--- config.mk ---
export PLATFORM = sky130hd
export DESIGN_NAME = multicycle_control_fsm_flat
export DESIGN_NICKNAME = d
export VERILOG_FILES = /design/src/rtl/multicycle_control_fsm_if.sv /design/src/rtl/multicycle_control_fsm.sv /design/src/flat_wrapper.sv
export SDC_FILE = /design/constraint.sdc
export NUM_CORES = 1
export LEC_CHECK = 0
export CORE_MARGIN = 10
export CORE_UTILIZATION = 46
export DETAILED_ROUTE_END_ITERATION = 6
export GPL_TIMING_DRIVEN = 0
export HOLD_SLACK_MARGIN = 0.1
export PLACE_DENSITY = 0.89
export SLEW_MARGIN = 20
export SYNTH_ARGS = -nofsm -noshare
export SYNTH_HDL_FRONTEND = slang
export SYNTH_SLANG_ARGS = --single-unit
--- constraint.sdc ---
create_clock -name clk -period 2.12 [get_ports clk]
set_clock_uncertainty 0.05 [all_clocks]
set_input_delay 0.318 -clock clk [delete_from_list [all_inputs] [get_ports clk]]
set_output_delay 0.318 -clock clk [all_outputs]
set_load 0.02 [all_outputs]
--- src/rtl/multicycle_control_fsm_if.sv ---
// Control/handshake bundle between the multi-cycle sequencer and the RV32 datapath + shared memory.
// master = sequencer, slave = datapath/memory side.
interface multicycle_control_fsm_if;
  logic       run;
  logic [6:0] opcode;
  logic       zero;
  logic       mem_ready;
  logic       mem_req;
  logic       mem_we;
  logic       iord;
  logic       ir_write;
  logic       pc_write;
  logic       pc_write_cond;
  logic       pc_src;
  logic [1:0] alu_src_a;
  logic [1:0] alu_src_b;
  logic [1:0] alu_op;
  logic       reg_write;
  logic       mem_to_reg;
  logic       illegal_op;
  logic       instr_done;

  // mem_req/mem_ready: a request is held stable until the cycle mem_ready is high, which completes it.
  modport master (
    input  run, opcode, zero, mem_ready,
    output mem_req, mem_we, iord, ir_write, pc_write, pc_write_cond, pc_src,
           alu_src_a, alu_src_b, alu_op, reg_write, mem_to_reg, illegal_op, instr_done
  );

  modport slave (
    output run, opcode, zero, mem_ready,
    input  mem_req, mem_we, iord, ir_write, pc_write, pc_write_cond, pc_src,
           alu_src_a, alu_src_b, alu_op, reg_write, mem_to_reg, illegal_op, instr_done
  );
endinterface

--- src/rtl/multicycle_control_fsm.sv ---
// Multi-cycle RV32 sequencer (R-type, lw, sw, beq, addi): Moore controls per state,
// memory req/ready handshake and a retired-instruction counter.
module multicycle_control_fsm #(
  parameter int CNT_W = 32
) (
  input  logic                        clk,
  input  logic                        rst_n,
  multicycle_control_fsm_if.master    bus,
  output logic [3:0]                  state,
  output logic [CNT_W-1:0]            instr_count
);

  typedef enum logic [3:0] {
    S_FETCH  = 4'd0,
    S_DECODE = 4'd1,
    S_EXEC_R = 4'd2,
    S_EXEC_I = 4'd3,
    S_ADDR   = 4'd4,
    S_MEM_RD = 4'd5,
    S_MEM_WR = 4'd6,
    S_WB_ALU = 4'd7,
    S_WB_MEM = 4'd8,
    S_BRANCH = 4'd9
  } state_e;

  localparam logic [6:0] OP_R   = 7'b0110011;
  localparam logic [6:0] OP_I   = 7'b0010011;
  localparam logic [6:0] OP_LW  = 7'b0000011;
  localparam logic [6:0] OP_SW  = 7'b0100011;
  localparam logic [6:0] OP_BEQ = 7'b1100011;

  state_e           state_q, state_d;
  logic [CNT_W-1:0] count_q, count_d;

  logic       mem_req, mem_we, iord, ir_write, pc_write, pc_write_cond, pc_src;
  logic [1:0] alu_src_a, alu_src_b, alu_op;
  logic       reg_write, mem_to_reg, illegal_op, instr_done;

  always_ff @(posedge clk or negedge rst_n) begin
    if (!rst_n) begin
      state_q <= S_FETCH;
      count_q <= '0;
    end else begin
      state_q <= state_d;
      count_q <= count_d;
    end
  end

  // Controls are forced low while rst_n is asserted so nothing leaks out during an abort.
  always_comb begin
    state_d       = state_q;
    mem_req       = 1'b0;
    mem_we        = 1'b0;
    iord          = 1'b0;
    ir_write      = 1'b0;
    pc_write      = 1'b0;
    pc_write_cond = 1'b0;
    pc_src        = 1'b0;
    alu_src_a     = 2'b00;
    alu_src_b     = 2'b00;
    alu_op        = 2'b00;
    reg_write     = 1'b0;
    mem_to_reg    = 1'b0;
    illegal_op    = 1'b0;
    instr_done    = 1'b0;
    if (rst_n) begin
      case (state_q)
        S_FETCH: begin
          if (bus.run) begin
            mem_req   = 1'b1;
            alu_src_b = 2'b01;
            if (bus.mem_ready) begin
              ir_write = 1'b1;
              pc_write = 1'b1;
              state_d  = S_DECODE;
            end
          end
        end
        S_DECODE: begin
          alu_src_a = 2'b01;
          alu_src_b = 2'b10;
          case (bus.opcode)
            OP_R:         state_d = S_EXEC_R;
            OP_I:         state_d = S_EXEC_I;
            OP_LW, OP_SW: state_d = S_ADDR;
            OP_BEQ:       state_d = S_BRANCH;
            default: begin
              illegal_op = 1'b1;
              state_d    = S_FETCH;
            end
          endcase
        end
        S_EXEC_R: begin
          alu_src_a = 2'b10;
          alu_op    = 2'b10;
          state_d   = S_WB_ALU;
        end
        S_EXEC_I: begin
          alu_src_a = 2'b10;
          alu_src_b = 2'b10;
          state_d   = S_WB_ALU;
        end
        S_ADDR: begin
          alu_src_a = 2'b10;
          alu_src_b = 2'b10;
          state_d   = (bus.opcode == OP_LW) ? S_MEM_RD : S_MEM_WR;
        end
        S_MEM_RD: begin
          mem_req = 1'b1;
          iord    = 1'b1;
          if (bus.mem_ready) state_d = S_WB_MEM;
        end
        S_MEM_WR: begin
          mem_req = 1'b1;
          mem_we  = 1'b1;
          iord    = 1'b1;
          if (bus.mem_ready) begin
            instr_done = 1'b1;
            state_d    = S_FETCH;
          end
        end
        S_WB_ALU: begin
          reg_write  = 1'b1;
          instr_done = 1'b1;
          state_d    = S_FETCH;
        end
        S_WB_MEM: begin
          reg_write  = 1'b1;
          mem_to_reg = 1'b1;
          instr_done = 1'b1;
          state_d    = S_FETCH;
        end
        S_BRANCH: begin
          alu_src_a     = 2'b10;
          alu_op        = 2'b01;
          pc_write_cond = 1'b1;
          pc_src        = 1'b1;
          instr_done    = 1'b1;
          state_d       = S_FETCH;
        end
        default: state_d = S_FETCH;
      endcase
    end
  end

  assign count_d = instr_done ? count_q + {{(CNT_W-1){1'b0}}, 1'b1} : count_q;

  assign bus.mem_req       = mem_req;
  assign bus.mem_we        = mem_we;
  assign bus.iord          = iord;
  assign bus.ir_write      = ir_write;
  assign bus.pc_write      = pc_write;
  assign bus.pc_write_cond = pc_write_cond;
  assign bus.pc_src        = pc_src;
  assign bus.alu_src_a     = alu_src_a;
  assign bus.alu_src_b     = alu_src_b;
  assign bus.alu_op        = alu_op;
  assign bus.reg_write     = reg_write;
  assign bus.mem_to_reg    = mem_to_reg;
  assign bus.illegal_op    = illegal_op;
  assign bus.instr_done    = instr_done;

  assign state       = state_q;
  assign instr_count = count_q;

endmodule

--- src/flat_wrapper.sv ---
// flat-port wrapper written by rule: the top's interface ports become plain ports
module multicycle_control_fsm_flat 
#(
  parameter int CNT_W = 32
)
  (clk, rst_n, state, instr_count, bus_run, bus_opcode, bus_zero, bus_mem_ready, bus_mem_req, bus_mem_we, bus_iord, bus_ir_write, bus_pc_write, bus_pc_write_cond, bus_pc_src, bus_alu_src_a, bus_alu_src_b, bus_alu_op, bus_reg_write, bus_mem_to_reg, bus_illegal_op, bus_instr_done);
  multicycle_control_fsm_if bus_i ();
  input  logic clk;
  input  logic rst_n;
  output logic [3:0] state;
  output logic [CNT_W-1:0] instr_count;
  input wire logic [$bits(bus_i.run)-1:0] bus_run;
  input wire logic [$bits(bus_i.opcode)-1:0] bus_opcode;
  input wire logic [$bits(bus_i.zero)-1:0] bus_zero;
  input wire logic [$bits(bus_i.mem_ready)-1:0] bus_mem_ready;
  output wire logic [$bits(bus_i.mem_req)-1:0] bus_mem_req;
  output wire logic [$bits(bus_i.mem_we)-1:0] bus_mem_we;
  output wire logic [$bits(bus_i.iord)-1:0] bus_iord;
  output wire logic [$bits(bus_i.ir_write)-1:0] bus_ir_write;
  output wire logic [$bits(bus_i.pc_write)-1:0] bus_pc_write;
  output wire logic [$bits(bus_i.pc_write_cond)-1:0] bus_pc_write_cond;
  output wire logic [$bits(bus_i.pc_src)-1:0] bus_pc_src;
  output wire logic [$bits(bus_i.alu_src_a)-1:0] bus_alu_src_a;
  output wire logic [$bits(bus_i.alu_src_b)-1:0] bus_alu_src_b;
  output wire logic [$bits(bus_i.alu_op)-1:0] bus_alu_op;
  output wire logic [$bits(bus_i.reg_write)-1:0] bus_reg_write;
  output wire logic [$bits(bus_i.mem_to_reg)-1:0] bus_mem_to_reg;
  output wire logic [$bits(bus_i.illegal_op)-1:0] bus_illegal_op;
  output wire logic [$bits(bus_i.instr_done)-1:0] bus_instr_done;
  assign bus_i.run = bus_run;
  assign bus_i.opcode = bus_opcode;
  assign bus_i.zero = bus_zero;
  assign bus_i.mem_ready = bus_mem_ready;
  assign bus_mem_req = bus_i.mem_req;
  assign bus_mem_we = bus_i.mem_we;
  assign bus_iord = bus_i.iord;
  assign bus_ir_write = bus_i.ir_write;
  assign bus_pc_write = bus_i.pc_write;
  assign bus_pc_write_cond = bus_i.pc_write_cond;
  assign bus_pc_src = bus_i.pc_src;
  assign bus_alu_src_a = bus_i.alu_src_a;
  assign bus_alu_src_b = bus_i.alu_src_b;
  assign bus_alu_op = bus_i.alu_op;
  assign bus_reg_write = bus_i.reg_write;
  assign bus_mem_to_reg = bus_i.mem_to_reg;
  assign bus_illegal_op = bus_i.illegal_op;
  assign bus_instr_done = bus_i.instr_done;
  multicycle_control_fsm #(.CNT_W(CNT_W)) u_core (.clk(clk), .rst_n(rst_n), .bus(bus_i), .state(state), .instr_count(instr_count));
endmodule
After elaboration in Yosys (flattened, before gate mapping). Index checks and enable logic that the tools add are counted.

Add/sub/neg operators: 1. Equality and inequality tests: 18. Multiplexer cells: 36. Reduce and logical (&&, ||, !) cells: 10.

Operator list (count): $add 32x1->32 const B (1); $pmux 4 s6 (1); $mux 1 (21); $eq 4x3->1 const B (4); $mux 4 (4); $pmux 4 s4 (1); $eq 7x6->1 const B (2); $pmux 2 s2 (3); $eq 4x2->1 const B (2); $eq 4x4->1 const B (2); $mux 2 (4); $ne 2x2->1 const B (4); $reduce_or 2->1 (4); $eq 7x2->1 const B (1); $eq 7x5->1 const B (1); $eq 7x7->1 const B (1); $reduce_or 3->1 (2); $reduce_and 5->1 (1); $reduce_or 5->1 (1); $eq 4x1->1 const B (1); $logic_not 4->1 (1); $pmux 1 s2 (2); $reduce_or 4->1 (1).

Flip-flop bits (word level): 36. Input port bits: 12. Output and inout port bits: 53. Logic and storage cells: 67.

Logic depth before layout (Yosys ltp). Gate-level depths: netlist (run 1).

Depth after elaboration: 5. Depth in mapped cells: 7. Depth with buffers taken out: 6.

Worst setup path after synthesis (run 1). Ideal clock, no wire load.

Path kind: register to output. From: register u_core.state_q[2] (netlist: u_core.state[2]). To: output port bus_pc_write. Arrival: 1785 ps. Data required time: 1752 ps. Setup slack: -33 ps. Stages on the path, launching flop included: 6. Buffers on the path: 2. Path through: dfrtp_1 clkbuf_1 nor2_1 nand2_1 nor3_1 buf_4.

Longest elaborated chain between the ends: 3.

Ends and longest elaborated chain: from (decl) (RTL line multicycle_control_fsm.sv:32) `state_e state_q, state_d;`; from (signal assigned) (RTL line multicycle_control_fsm.sv:44) `state_q <= state_d;`; $logic_not 4->1; $mux 1 (2 in a row); to (decl) (RTL line flat_wrapper.sv:20) `output wire logic [$bits(bus_i.pc_write)-1:0] bus_pc_write;`.

No other way between the ends.

Final worst setup path (run 1).
From: register u_core.state_q[0] (netlist: u_core.state[0]). To: output port bus_reg_write.

Longest elaborated chain between the ends: 4. Elaborated cells on any way between the ends: 5. Classes of those cells: eq/ne: 2; mux: 2; reduce/logical: 1.

Ends and longest elaborated chain: $eq 4x3->1 or $eq 4x4->1 (tied branches) (RTL line multicycle_control_fsm.sv:67) `case (state_q)`; $reduce_or 2->1 (no source line) *; $mux 1 * (RTL line multicycle_control_fsm.sv:67); $mux 1 * (RTL line multicycle_control_fsm.sv:66) `if (rst_n) begin`; to (decl) (RTL line flat_wrapper.sv:26) `output wire logic [$bits(bus_i.reg_write)-1:0] bus_reg_write;`.

Mark *: on every way between the ends. The rest lies on a longest branch, timed or not.

==> key figures, run 1 <==
Drt
  • DRT antenna net count: 0
  • Vias per cell: 5.47
  • DR DRC count: 0
  • First drt pass iteration count: 4
  • First-iteration detailed-routing DRC count: 78
  • Final wirelength: 5.63 mm
  • WL per Instance: about 16 um
  • Via count: ~1900

Setup path
  • WP data required: about 1.8 ns
  • Worst-case reg-to-reg path depth: 6
  • CP endpoint kind: primary output
  • Worst-path maximum fanout: 10
  • Worst Setup Start Kind: flip-flop
  • Crit Reg-Reg Startpoint: u_core.state[3]$_DFFE_PN0P_
  • Kind of critical path: flip-flop to primary output
  • CP Data Arrival Time: between 1.5 and 2 ns
  • CP endpoint: bus_reg_write
  • Critical path origin: u_core.state[0]$_DFFE_PN0P_
  • RR Endpoint: u_core.instr_count[30]$_DFFE_PN0P_
  • R2r setup slk: 0.17 ns

Clock tree
  • Clk_lat worst skew: between 0.2 and 0.3 ns
  • Deepest clock path buffer count: 2
  • H-tree Lvls: 2
  • CTS Buf Count: 5
  • Clk root buf: clkbuf_8
  • CTS tree: built
  • Clock-pin slew on the worst setup and hold paths: about 0.060 ns
  • Clock sinks: 36

STA
  • Final setup fails: 0
  • Fmax: 0.493 GHz
  • Fin crit period: roughly 2.0 ns
  • Final hold violation count: 0
  • Period utilization: 95.6%
  • Fin. max-slew vios: 0
  • Worst slew margin: between 50% and 60%
  • Setup TNS: 0 ns
  • Unrepaired setup endpoints after global routing: no
  • Worst-Margin Slew: between 0.6 and 0.7 ns

Cells and area
  • Share of cells above drive strength 1: between 15 and 20%
  • Most common cell after layout, fill and taps aside: clkdlybuf4s50_1
  • Nets: around 300
  • Syn-to-layout area delta: 43.4%
  • # diodes: 0
  • Design Area, Final: about 2900 sq um
  • Most frequent cells in the layout: clkdlybuf4s50_1, dfrtp_1, xnor2_1

Yosys
  • Synthesized area per cell: ~9.6 sq um
  • Asr flop ratio synth: 100%
  • Cell area after synthesis: 2030 sq um
  • Syn nets: between 200 and 250
  • Distinct cells, synth: between 40 and 50
  • Predominant post-synthesis flop cell: dfrtp_1
  • Synth Instances: between 200 and 250
  • Post-synthesis register bit count: 36
  • Register area share after synthesis: between 40% and 50%
  • Ys Warns: 0
  • Post-synth EDFFs: 0

Floorplan
  • Std cell rows: 24
  • Core outline area: approximately 4300 sq um
  • Die area: between 7000 and 8000 sq um
  • Die height: 86.4 um
  • Starting Density: a little under half
  • Die X: about 86 um
  • IO Pins: 65

Global route
  • Gr usage total: ~16%
  • Global-route wire length before repair: approximately 9.5 mm
  • Vias in the first global route: between 1500 and 2000
  • Initial antenna violation count: 0
  • Largest net degree at the start of global routing: 15
  • Grt total ovfl: 0

Pwr
  • Maximum VDD drop: about 0.60 mV
  • Pwr Density: approximately 900 nW/um^2
  • Lkg Pwr: between 1 and 1.5 nW

Place
  • Dpl cell area: 2740 sq um
  • Post-DP HPWL: between 4 and 5 mm
  • GP Congestion: ~0.9
  • IO buf count: 63

Worst hold path
  • Worst hold start: rst_n
  • Hold WC Path Type: input port to flip-flop

Status
  • Status: finished, final reports clean

Flow run
  • Maxcap violations: 0
## worst min-delay path by stage
stage	endpoint	cells past startpoint
after global placement	u_core.instr_count[31]$_DFFE_PN0P_	1
after floorplan	u_core.instr_count[0]$_DFFE_PN0P_	0
after global routing	u_core.instr_count[26]$_DFFE_PN0P_	1
after CTS	u_core.state[3]$_DFFE_PN0P_	4
after detailed placement	u_core.instr_count[10]$_DFFE_PN0P_	1
final	u_core.state[3]$_DFFE_PN0P_	4
## per-stage QoR
| step | hold slack [ns] | worst slack (ns) | util (%) | instances | power (mW) |
|---|---|---|---|---|---|
| CTS | 0.432 | -0.00589 | 68.0 | 341 | 2.64 |
| finish | 0.445 | 0.0930 | 67.2 | 341 | 2.64 |
| global placement | 0.410 | -1.82 | 63.1 | 327 | 1.96 |
| detailed placement | 0.147 | -0.544 | 63.5 | 328 | 1.97 |
| floorplan | -0.0276 | 0.0744 | - | 212 | 1.54 |
| global route | 0.472 | 0.00286 | 67.2 | 341 | 2.81 |
## state kept, by name, indices dropped and copies added (netlist names)
name / count
u_core.instr_count: 32
u_core.state: 4
## report_power, final
group	switching, mW	internal, mW	total, mW
Clock	0.236	0.349	0.585
Sequential	0.0790	0.762	0.841
Combinational	0.692	0.522	1.21
Total	1.01	1.63	2.64
## routing by layer
layer	global-route usage, %	share of wire (%)	up-vias
met5	0	0	-
met4	6.63	2.0	0
met3	6.66	9.6	12
met2	24.9	48	69
met1	17.6	40	889
li1	-	-	896
## cells in the mapped netlist, types with 3 or more instances
cell type | instances | area (sq um)
nor2_1 | 15 | 56.3
nand3_1 | 16 | 80.1
nand4_1 | 8 | 50.1
nor3_2 | 3 | 30.0
inv_1 | 4 | 15.0
nand2_1 | 23 | 86.3
dfrtp_1 | 36 | 901
nor3_1 | 5 | 25.0
o21ai_0 | 8 | 40.0
and4_1 | 3 | 26.3
buf_4 | 3 | 22.5
a21oi_1 | 5 | 25.0
clkbuf_1 | 4 | 15.0
a31oi_1 | 3 | 18.8
nand2b_1 | 3 | 18.8
xor2_1 | 7 | 61.3
xnor2_1 | 25 | 219
and3_1 | 8 | 50.1
## critical path, stage by stage, from the launching register on
cell and delay [ns]:
dfrtp_2 0.42, buf_4 0.18, or2_2 0.31, o22a_1 0.20, nor2_1 0.10, buf_4 0.15
## layout make-up
| type | instances | area, sq um |
|---|---|---|
| fill | 363 | 1420 |
| sequential | 36 | 903 |
| tap | 52 | 65.1 |
| inverter | 5 | 18.8 |
| buffer | 11 | 78.8 |
| clock inverter | 2 | 35.0 |
| clock buffer | 6 | 72.6 |
| timing repair buffer | 69 | 662 |
| multi-input combinational | 160 | 1070 |
## logic make-up (layout without fill, tap and decap cells)
kind of cell	count (synthesis)	after routing	share of synthesized area, %
flops	36	36	44.4
xor+xnor	32	32	13.8
fa+ha+maj	1	1	0.617
buf+inv	16	93	4.01
simple gates	99	99	27.4
compound gates	28	28	9.75
## timing repair
item,4_1_cts,5_1_grt
setup endpoints to repair,19,14
hold buffers,2,0
setup buffers,2,0
gates cloned,1,0
resized for setup,51,21
endpoints found under the hold margin,36,0
Note: power is estimated with default switching activity, not from simulation.
==> run 2: changes to the inputs <==
Settings changed: ABC_AREA from default to 1, CORE_UTILIZATION 46 to 50, SLEW_MARGIN 20 to 30.
==> run 2 against run 1 <==
Effect of this change:
- clock power increased by 12%
- sequential share of layout area decreased by 6.3 points
- via count increased by 66%
- area after synthesis rose by 34%
- global-route usage increased by 3.8 points
- synthesized cell count rose by 100%
- non-clock buffer count grew 6
- total power up 20%
- final area is 26% higher
- sequential power rose by 19%
- register-to-register slack better by 0.14 ns
==> key figures, run 2 <==
Worst hold path
  • Worst hold start: rst_n
  • Worst Hold End: u_core.state[0]$_DFFE_PN0P_
  • Hold Crit Depth: 4 (unchanged)
  • Hold WC Path Type: input port to flip-flop

Setup path
  • Buf/Inv on CP: 4 (+2)
  • Crit Reg-Reg Startpoint: u_core.instr_count[1]$_DFFE_PN0P_
  • Worst Setup Start Kind: flip-flop
  • Crit-path max cell delay: 0.44 ns (+0.02 ns)
  • Crit path cell chain: inv_1 -> nand2_1 -> nor2_4 -> nand2_4 -> buf_6 -> inv_1 -> clkdlybuf4s15_1
  • Crit-path leading delay family: buffers and inverters
  • Worst-case reg-to-reg path depth: 8 (+2)
  • CP Data Arrival Time: 1.70 ns (+0.04 ns)
  • Cell mode on critical path: inv_1
  • RR Endpoint: u_core.instr_count[30]$_DFFE_PN0P_
  • R2r setup slk: 0.31 ns (+0.14 ns)
  • Kind of critical path: flip-flop to primary output
  • Worst-path maximum fanout: 10 (unchanged)
  • CP endpoint kind: primary output
  • Slowest cell on crit path: dfrtp_2
  • WP data required: 1.75 ns (about the same)

Clock tree
  • Clock-pin slew on the worst setup and hold paths: 0.08 ns (+0.02 ns)
  • Clock sinks: 36 (unchanged)
  • H-tree Lvls: 2 (unchanged)
  • CTS tree: built
  • Deepest clock path buffer count: 2 (unchanged)
  • Clk_lat worst skew: 0.30 ns (about the same)
  • Clk root buf: clkbuf_8
  • CTS Buf Count: 5 (unchanged)

Cells and area
  • Area of the multi-input gates: 1610 sq um (+50%)
  • Nets: 526 (+75%)
  • Most common cell after layout, fill and taps aside: nand2_1
  • Syn-to-layout area delta: 34.5%
  • Final core utilization: 70.4% (+3.1 points)
  • Share of cells above drive strength 1: 12.8% (-5.2 points)
  • # fillers: 458 (+26%)
  • Most frequent cells in the layout: nand2_1, nor2_1, clkdlybuf4s50_1
  • Max reg flops: 32 (unchanged)
  • Design Area, Final: 3660 sq um (+26%)
  • Seq. cell area: 906 sq um (+0.28%)
  • # diodes: 0 (unchanged)
  • Non-filler cells, final: 584 (+71%)

Drt
  • Final wirelength: 8.55 mm (+52%)
  • Via count: 3097 (+66%)
  • WL per Instance: 14.6 um (-11%)
  • First drt pass iteration count: 5 (+1)
  • First-iteration detailed-routing DRC count: 227 (+190%)
  • DR DRC count: 0 (unchanged)
  • Vias per cell: 5.30 (-3.1%)
  • DRT antenna net count: 0 (unchanged)

Pwr
  • Lkg Pwr: 1.70 nW (+31%)
  • Maximum VDD drop: 0.630 mV (+4.2%)
  • Pwr Density: 864 nW/um^2 (-4.8%)
  • Final Power: 3.17 mW (+20%)

STA
  • Final hold violation count: 0 (unchanged)
  • Fin crit period: 2.06 ns (+0.0364 ns)
  • Setup slack after layout: 0.0566 ns (-0.0364 ns)
  • Unrepaired setup endpoints after global routing: yes
  • Worst-Margin Slew: 0.685 ns (+0.0532 ns)
  • Final setup fails: 0 (unchanged)
  • Fin. max-slew vios: 0 (unchanged)
  • Period utilization: 97.3% (+1.7 points)
  • Fmax: 0.485 GHz (-1.8%)
  • Worst slew margin: 54.2% (-2.6 points)

Yosys
  • Distinct cells, synth: 28 (-38%)
  • Synth top cells by count: nand2_1, nor2_1, inv_1
  • Post-synth EDFFs: 0 (unchanged)
  • Synth Instances: 432 (+100%)
  • Asr flop ratio synth: 100% (unchanged)
  • Ys Warns: 0 (unchanged)
  • Most frequent cell after synthesis: nand2_1
  • Cell area after synthesis: 2720 sq um (+34%)
  • Synthesized area per cell: 6.30 sq um (-34%)
  • Register area share after synthesis: 33.1% (-11 points)
  • Top-area cell type share of the netlist area: 33.1% (-11 points)
  • Top area cells in the synthesized netlist: dfrtp_1, nand2_1, nor2_1
  • Syn nets: 445 (+98%)
  • Post-synthesis register bit count: 36 (unchanged)
  • Cell taking the most area after synthesis: dfrtp_1
  • Predominant post-synthesis flop cell: dfrtp_1

Place
  • IO buf count: 63 (unchanged)
  • GP Congestion: 0.976 (+7.6%)
  • Dpl cell area: 3480 sq um (+27%)
  • Post-DP HPWL: 6.55 mm (+61%)
  • Total placed cells including tap cells: 566 (+73%)
  • Post-Place Setup Slack: -0.579 ns (-0.0345 ns)

Global route
  • Largest net degree at the start of global routing: 23 (+8)
  • Grt total ovfl: 0 (unchanged)
  • Vias in the first global route: 3034 (+57%)
  • Gr usage total: 19.3% (+3.8 points)
  • Global-route wire length before repair: 14.0 mm (+46%)
  • Initial antenna violation count: 0 (unchanged)

Floorplan
  • Die area: 8800 sq um (+18%)
  • Die height: 93.8 um (+8.6%)
  • Die X: 93.8 um (+8.6%)
  • Core outline area: 5200 sq um (+20%)
  • IO Pins: 65 (unchanged)
  • Starting Density: 52.3% (+5.4 points)
  • Std cell rows: 26 (+8.3%)

Flow run
  • Maxcap violations: 0 (unchanged)

Status
  • Status: finished, final reports clean
==> run 2: changes by cell type in the layout (fill, tap and decap cells not counted), sizes merged, moves of 5 or more <==
cell | previous run | this run
inv | 5 | 47
and3 | 8 | 0
o21ai | 8 | 13
nand4 | 8 | 22
nor2 | 15 | 71
xnor2 | 25 | 1
buf | 17 | 27
nand3 | 16 | 26
nand2 | 23 | 173
xor2 | 7 | 14
==> run 2: cell families (layout without fill, tap and decap cells) <==
kind of cell | after synthesis | count (layout) | synth area share (%)
and+or+nand+nor | 302 | 302 | 48.0
DFF | 36 | 36 | 33.1
adders and majority gates | 1 | 1 | 0.459
buffers and inverters | 58 | 140 | 9.28
xor gates and xnor gates | 15 | 15 | 4.83
AOI/OAI and AO/OA | 20 | 20 | 4.37
==> run 2: where the power goes <==
part           internal, mW  switching (mW)  leakage [nW]
combinational         0.620           0.891          1.17
sequential            0.816           0.183         0.476
clock                 0.355           0.301        0.0548
total                  1.79            1.38          1.70
==> run 2: cell type report <==
type	count	share of cell area, %
Multi-Input combinational cell	338	44.0
Sequential cell	36	24.7
Timing Repair Buffer	74	18.4
Inverter	46	4.71
Buffer	12	2.53
Tap cell	70	2.39
Clock buffer	5	1.88
Clock inverter	3	1.26
==> run 2: metrics by stage <==
step / TNS, ns / hold WS (ns)
5_1_grt: -0.177 / 0.518
3_5_place_dp: -4.65 / 0.254
3_3_place_gp: -85.07 / 0.486
4_1_cts: -0.165 / 0.471
6_report: 0 / 0.471
2_1_floorplan: 0 / -0.0276
==> run 2: worst max path at each step <==
stage	slack, ns	end	depth (start not counted)	from
after detailed placement	-0.58	bus_instr_done	7	rst_n
final	0.06	bus_pc_src	7	u_core.state[2]$_DFFE_PN0P_
after global routing	-0.08	bus_pc_write	9	u_core.state[3]$_DFFE_PN0P_
after global placement	-2.07	bus_instr_done	7	rst_n
after CTS	-0.10	bus_instr_done	7	u_core.state[3]$_DFFE_PN0P_
after floorplan	0.08	bus_pc_write	8	u_core.state[2]$_DFFE_PN0P_
==> run 2: layer usage <==
metal  routed length [um]  share of wire (%)  GRT usage, %
met5                    0                  0             0
met4                  166                1.9          5.95
met3                  662                7.7          4.00
met2                 4440                 52          34.4
met1                 3280                 38          22.6
==> run 2: worst min-delay path, delay by kind of cell <==
kind,cells,cell delay [ns]
AND/OR/NAND/NOR,3,0.32
buffers and inverters,1,0.14
==> run 2: repair_timing <==
item	in CTS	in global routing
resized for setup	38	28
endpoints found under the hold margin	14	0
gates cloned	0	0
hold buffers	2	0
buffers inserted	6	2
endpoints found under the setup margin	17	13
pin swaps	2	2
